## src/rtl/serial_sub_pkg.sv

```systemverilog
// Shared types and constants for the bit-serial subtractor.
package serial_sub_pkg;

  typedef enum logic [1:0] {
    IDLE  = 2'd0,
    SHIFT = 2'd1,
    DONE  = 2'd2
  } state_t;

  // Replicated across the result width to form the diff reset value.
  localparam logic RESULT_RST = 1'b0;

endpackage

```

## src/rtl/serial_sub_if.sv

```systemverilog
// Start/done handshake bundle between a requester and the serial subtractor.
interface serial_sub_if #(
  parameter int WIDTH = 8
) ();

  logic             start;
  logic [WIDTH-1:0] a;
  logic [WIDTH-1:0] b;
  logic             bin;
  logic             busy;
  logic             done;
  logic [WIDTH-1:0] diff;
  logic             bout;

  modport master (
    output start, a, b, bin,
    input  busy, done, diff, bout
  );

  modport slave (
    input  start, a, b, bin,
    output busy, done, diff, bout
  );

endinterface

```

## src/rtl/serial_sub_fs.sv

```systemverilog
// One-bit combinational full subtractor, the dual of the full-adder cell.
module fs (
  input  logic a,
  input  logic b,
  input  logic bin,
  output logic d,
  output logic bout
);

  assign d    = a ^ b ^ bin;
  assign bout = (~a & b) | (~(a ^ b) & bin);

endmodule

```

## src/rtl/serial_sub.sv

```systemverilog
// Bit-serial unsigned subtractor: one fs slice reused LSB-first over WIDTH cycles.
module serial_sub
  import serial_sub_pkg::*;
#(
  parameter int WIDTH = 8
) (
  input logic        clk,
  input logic        rst_n,
  serial_sub_if.slave bus
);

  localparam int CW = (WIDTH > 1) ? $clog2(WIDTH) : 1;

  state_t           state, state_next;
  logic [WIDTH-1:0] sa, sb, sr, sr_next;
  logic [WIDTH-1:0] diff_q;
  logic             bout_q;
  logic             br, br_next, d;
  logic [CW-1:0]    cnt;
  logic             load, step, last;

  fs u_fs (
    .a    (sa[0]),
    .b    (sb[0]),
    .bin  (br),
    .d    (d),
    .bout (br_next)
  );

  assign last = (cnt == CW'(WIDTH - 1));

  // The newest difference bit enters at the MSB so the LSB-first stream lands aligned.
  generate
    if (WIDTH == 1) begin : g_sr1
      assign sr_next = d;
    end else begin : g_srn
      assign sr_next = {d, sr[WIDTH-1:1]};
    end
  endgenerate

  always_ff @(posedge clk or negedge rst_n) begin
    if (!rst_n) begin
      state <= IDLE;
    end else begin
      state <= state_next;
    end
  end

  always_comb begin
    state_next = state;
    load       = 1'b0;
    step       = 1'b0;
    case (state)
      IDLE: begin
        if (bus.start) begin
          state_next = SHIFT;
          load       = 1'b1;
        end
      end
      SHIFT: begin
        step = 1'b1;
        if (last) begin
          state_next = DONE;
        end
      end
      DONE: begin
        if (bus.start) begin
          state_next = SHIFT;
          load       = 1'b1;
        end else begin
          state_next = IDLE;
        end
      end
      default: state_next = IDLE;
    endcase
  end

  // diff/bout are separate from sr so the previous result stays visible during a new operation.
  always_ff @(posedge clk or negedge rst_n) begin
    if (!rst_n) begin
      sa     <= '0;
      sb     <= '0;
      sr     <= '0;
      br     <= 1'b0;
      cnt    <= '0;
      diff_q <= {WIDTH{RESULT_RST}};
      bout_q <= RESULT_RST;
    end else if (load) begin
      sa  <= bus.a;
      sb  <= bus.b;
      br  <= bus.bin;
      cnt <= '0;
    end else if (step) begin
      sa  <= sa >> 1;
      sb  <= sb >> 1;
      sr  <= sr_next;
      br  <= br_next;
      cnt <= cnt + 1'b1;
      if (last) begin
        diff_q <= sr_next;
        bout_q <= br_next;
      end
    end
  end

  assign bus.busy = (state == SHIFT);
  assign bus.done = (state == DONE);
  assign bus.diff = diff_q;
  assign bus.bout = bout_q;

endmodule

```

## src/flat_wrapper.sv

```systemverilog
// flat-port wrapper written by rule: the top's interface ports become plain ports
module serial_sub_flat import serial_sub_pkg::*;
#(
  parameter int WIDTH = 8
)
  (clk, rst_n, bus_start, bus_a, bus_b, bus_bin, bus_busy, bus_done, bus_diff, bus_bout);
  serial_sub_if #(.WIDTH(WIDTH)) bus_i ();
  input logic clk;
  input logic rst_n;
  input wire logic [$bits(bus_i.start)-1:0] bus_start;
  input wire logic [$bits(bus_i.a)-1:0] bus_a;
  input wire logic [$bits(bus_i.b)-1:0] bus_b;
  input wire logic [$bits(bus_i.bin)-1:0] bus_bin;
  output wire logic [$bits(bus_i.busy)-1:0] bus_busy;
  output wire logic [$bits(bus_i.done)-1:0] bus_done;
  output wire logic [$bits(bus_i.diff)-1:0] bus_diff;
  output wire logic [$bits(bus_i.bout)-1:0] bus_bout;
  assign bus_i.start = bus_start;
  assign bus_i.a = bus_a;
  assign bus_i.b = bus_b;
  assign bus_i.bin = bus_bin;
  assign bus_busy = bus_i.busy;
  assign bus_done = bus_i.done;
  assign bus_diff = bus_i.diff;
  assign bus_bout = bus_i.bout;
  serial_sub #(.WIDTH(WIDTH)) u_core (.clk(clk), .rst_n(rst_n), .bus(bus_i));
endmodule
```

## config.mk

```make
export PLATFORM = sky130hd
export DESIGN_NAME = serial_sub_flat
export DESIGN_NICKNAME = d
export VERILOG_FILES = /design/src/rtl/serial_sub_pkg.sv /design/src/rtl/serial_sub_if.sv /design/src/rtl/serial_sub_fs.sv /design/src/rtl/serial_sub.sv /design/src/flat_wrapper.sv
export SDC_FILE = /design/constraint.sdc
export NUM_CORES = 1
export LEC_CHECK = 0
export ABC_AREA = 1
export CAP_MARGIN = 20
export CORE_UTILIZATION = 58
export CTS_BUF_LIST = sky130_fd_sc_hd__clkbuf_2 sky130_fd_sc_hd__clkbuf_4 sky130_fd_sc_hd__clkbuf_8
export CTS_CLUSTER_SIZE = 20
export DETAILED_ROUTE_END_ITERATION = 10
export PLACE_DENSITY = 0.87
export SLEW_MARGIN = 20
export SYNTH_ARGS = -nofsm -noshare
export SYNTH_HDL_FRONTEND = slang
export SYNTH_SLANG_ARGS = --single-unit
```

## constraint.sdc

```tcl
create_clock -name clk -period 3.81 [get_ports clk]
set_clock_uncertainty 0.05 [all_clocks]
set_input_delay 0.762 -clock clk [delete_from_list [all_inputs] [get_ports clk]]
set_output_delay 0.762 -clock clk [all_outputs]
set_load 0.02 [all_outputs]
```

==> run summary <==
=====================================================================================================
Run status                                                                               finished with violations
Violated checks                                                                          design-rule violations
H-tree depth reported by CTS                                                                        2
Final net count                                                                                   270
Number of buffers on the longest clock path                                                         2
Fraction of registers with async set/reset                                                       100%
Number of fill cells in the layout                                                                229
RSZ-0062 raised after global routing                                                               no
Clk_lat worst skew                                                                            0.34 ns
Compound-cell area share of the yosys netlist                                                   4.82%
Proportion of synthesized chip area in sequential cells                                         53.8%
Net count after synthesis                                                                         239
Number of port buffers                                                                             30
Via count of the first global-routing pass                                                       1313
Critical path destination                                                                    bus_busy
Detailed Route WL                                                                             3150 um
Total number of yosys warnings                                                                      0
HPWL after detailed placement                                                                 2220 um
Number of buffers inserted by post-CTS setup repair                                                 0
Worst min-delay path category                                                            flop to flop
Die boundary width                                                                            57.2 um
Dominant combinational cell family by area after synthesis                               simple AND/OR/NAND/NOR gates
Min Clock Period, post-route                                                                  2.84 ns
Largest net degree at the start of global routing                                                  39
Via total after detailed routing                                                                 1392
Vias per std cell                                                                                4.99
Core box area                                                                               2830 um^2
Grt ovf                                                                                             0
Reg2reg setup slack                                                                           2.11 ns
Top-count cell post-synth                                                                sky130_fd_sc_hd__nand2_1
Required time of the critical path                                                            3.00 ns
Hold Path Depth                                                                                     2
Initial antenna violation count                                                                     0
Worst Setup Slack, final                                                                     0.966 ns
Gr usage total                                                                                  23.1%
Clock root cell                                                                          sky130_fd_sc_hd__clkbuf_4
R2r startpoint                                                                           u_core.state[0]$_DFFE_PN0P_
CTS-repair resized insts                                                                            0
Kind of start point of the critical path                                                         flop
Remaining max-slew budget at the tightest pin                                                   46.1%
Die span in y                                                                                 57.2 um
Post-synthesis cell count                                                                         216
Max-slew violation total from the final report                                                      0
Type of destination of the critical path                                                  output port
Setup Crit Path Kind                                                                     flop to output port
Remaining DRCs                                                                                      8
Reg2reg path depth                                                                                  6
Ranking of synthesized cells by instance count                                           87 x sky130_fd_sc_hd__nand2_1, 38 x sky130_fd_sc_hd__dfrtp_1, 31 x sky130_fd_sc_hd__inv_1
Starting density of the core                                                                    62.5%
CTS buffer count                                                                                    5
Final hold violation count                                                                          0
Dominant cells by area after synthesis                                                   sky130_fd_sc_hd__dfrtp_1 54%, sky130_fd_sc_hd__nand2_1 18%, sky130_fd_sc_hd__inv_1 6.6%
Number of DRC markers after the initial detailed-route iteration                                   47
Post-synthesis share of cell area spent on full adders, half adders and majority gates          2.55%
Crit share post-route                                                                           74.6%
Die area                                                                                    3270 um^2
Final weighted congestion in routability-driven placement                                       0.814
Slew of the pin with the lowest slew margin                                                  0.809 ns
Max frequency                                                                               0.352 GHz
Average routed wire per standard cell                                                         11.3 um
Minimum hold slack                                                                           0.433 ns
Number of placed I/O pins                                                                          31
Worst R2R End                                                                            u_core.sa[0]$_DFFE_PN0P_
Library cells used by synthesis                                                                    18
Antenna cells                                                                                       0
Worst VDD drop                                                                                 473 uV
Final number of setup-violating endpoints                                                           0
Mean cell area of the mapped netlist                                                        8.18 um^2
Multiplexer area fraction after synthesis                                                          0%
Area growth from synthesis to final layout                                                      20.0%
Ys flop type                                                                             sky130_fd_sc_hd__dfrtp_1
First-pass GRT wire length                                                                    5630 um
Xor-xnor portion of the synthesized cell area                                                      0%
Power density over the cells                                                              801 nW/um^2
Count of max-cap constraint violations                                                              0
Post-synthesis simple-gate area fraction                                                        28.7%
Synth area leader                                                                        sky130_fd_sc_hd__dfrtp_1
Clock tree sinks                                                                                   38
Top fanout value on the critical path                                                              11
Clock-pin slew of the registers on the worst-case setup and hold paths                        0.10 ns
TritonCTS clock tree                                                                              yes
Pre-CTS setup slack                                                                           1.35 ns
Final antenna-violating net count                                                                   0
Area after detailed placement                                                               2060 um^2
Total negative slack                                                                             0 ns
Start point of the critical path                                                         u_core.state[0]$_DFFE_PN0P_
Top-area cell type share of the netlist area                                                    53.8%
Summed instance area of the synthesized netlist                                             1770 um^2
Seq cells post-synth                                                                               38
Lkg Pwr                                                                                       1.14 nW
Post-route cell area                                                                        2120 um^2
EDFF count, synth                                                                                   0
Number of iterations in the first detailed-routing pass                                             7
Quantity of hold-fixing buffers added after cts                                                     0
Row Count                                                                                          19
Fraction of layout instances using a drive strength above 1                                     7.26%
Arrival time of the worst setup path                                                          2.03 ns
=====================================================================================================
==> layer usage <==
metal,track usage [%],part of all wire (%)
met1,31.0,46
met3,8.39,5.1
met2,34.8,48
met4,8.71,1.1
met5,0,0
==> kinds of logic after synthesis <==
group                    Yosys count
flip-flops                        38
adder cells (fa/ha/maj)            3
buffers and inverters             41
AND/OR/NAND/NOR                  117
AO/OA/AOI/OAI                     17
==> how the worst min path moves through the flow <==
| stage | endpoint | startpoint |
|---|---|---|
| 5_1_grt | u_core.br$_DFFE_PN0P_ | u_core.br$_DFFE_PN0P_ |
| 6_report | u_core.sb[4]$_DFFE_PN0P_ | u_core.sb[4]$_DFFE_PN0P_ |
| 3_3_place_gp | u_core.sb[3]$_DFFE_PN0P_ | u_core.sb[3]$_DFFE_PN0P_ |
| 4_1_cts | u_core.sb[4]$_DFFE_PN0P_ | u_core.sb[4]$_DFFE_PN0P_ |
| 3_5_place_dp | u_core.sb[4]$_DFFE_PN0P_ | u_core.sb[4]$_DFFE_PN0P_ |
| 2_1_floorplan | u_core.bus.diff[0]$_DFFE_PN0P_ | u_core.sr[1]$_DFFE_PN0P_ |
==> stage by stage <==
stage | std cells | utilization, % | power [mW]
5_1_grt | 279 | 74.9 | 1.86
6_report | 279 | 74.9 | 1.70
3_5_place_dp | 271 | 72.7 | 1.49
2_1_floorplan | 216 | - | 1.26
3_3_place_gp | 271 | 72.7 | 1.45
4_1_cts | 279 | 74.9 | 1.71
==> registers in the layout, summed over array words and instances (netlist names) <==
name,flops
u_core.bus.bout,1
u_core.state,2
u_core.sa,8
u_core.bus.diff,8
u_core.cnt,3
u_core.sr,7
u_core.br,1
u_core.sb,8
==> power breakdown <==
part | leakage (nW) | switching [mW] | internal, mW
sequential | 0.475 | 0.120 | 0.592
clock | 0.0387 | 0.126 | 0.0966
combinational | 0.630 | 0.461 | 0.302
total | 1.14 | 0.707 | 0.991
==> critical path: stages (launching register included) <==
cell                              delay, ns
sky130_fd_sc_hd__dfrtp_1               0.64
sky130_fd_sc_hd__inv_2                 0.19
sky130_fd_sc_hd__nor2_4                0.23
sky130_fd_sc_hd__clkdlybuf4s50_1       0.64
==> placed cells by master (no fill, tap or decap) <==
cell                              instances
sky130_fd_sc_hd__fa_1                     1
sky130_fd_sc_hd__dfrtp_1                 38
sky130_fd_sc_hd__clkbuf_8                 1
sky130_fd_sc_hd__clkinv_2                 1
sky130_fd_sc_hd__o21ai_1                 16
sky130_fd_sc_hd__inv_2                    2
sky130_fd_sc_hd__clkinv_1                 1
sky130_fd_sc_hd__inv_4                    1
sky130_fd_sc_hd__a21oi_1                  1
sky130_fd_sc_hd__clkbuf_4                 6
sky130_fd_sc_hd__nor2_4                   2
sky130_fd_sc_hd__nand2_2                  1
sky130_fd_sc_hd__nand2_1                 87
sky130_fd_sc_hd__ha_1                     2
sky130_fd_sc_hd__inv_1                   31
sky130_fd_sc_hd__nand3_1                 22
sky130_fd_sc_hd__buf_2                    1
sky130_fd_sc_hd__nand2_4                  3
sky130_fd_sc_hd__clkdlybuf4s50_1         29
sky130_fd_sc_hd__nor2_1                   2
==> cell type report <==
cell class              count  area (um^2)  area share, %
flip-flops and latches     38          951           44.9
multi-input cells         137          637           30.0
repair buffers             30          295           13.9
inverters                  35          134           6.32
clock buffers               7         58.8           2.77
well taps                  31         38.8           1.83
clock inverters             1         5.00          0.236
Note: power is estimated with default switching activity, not from simulation.
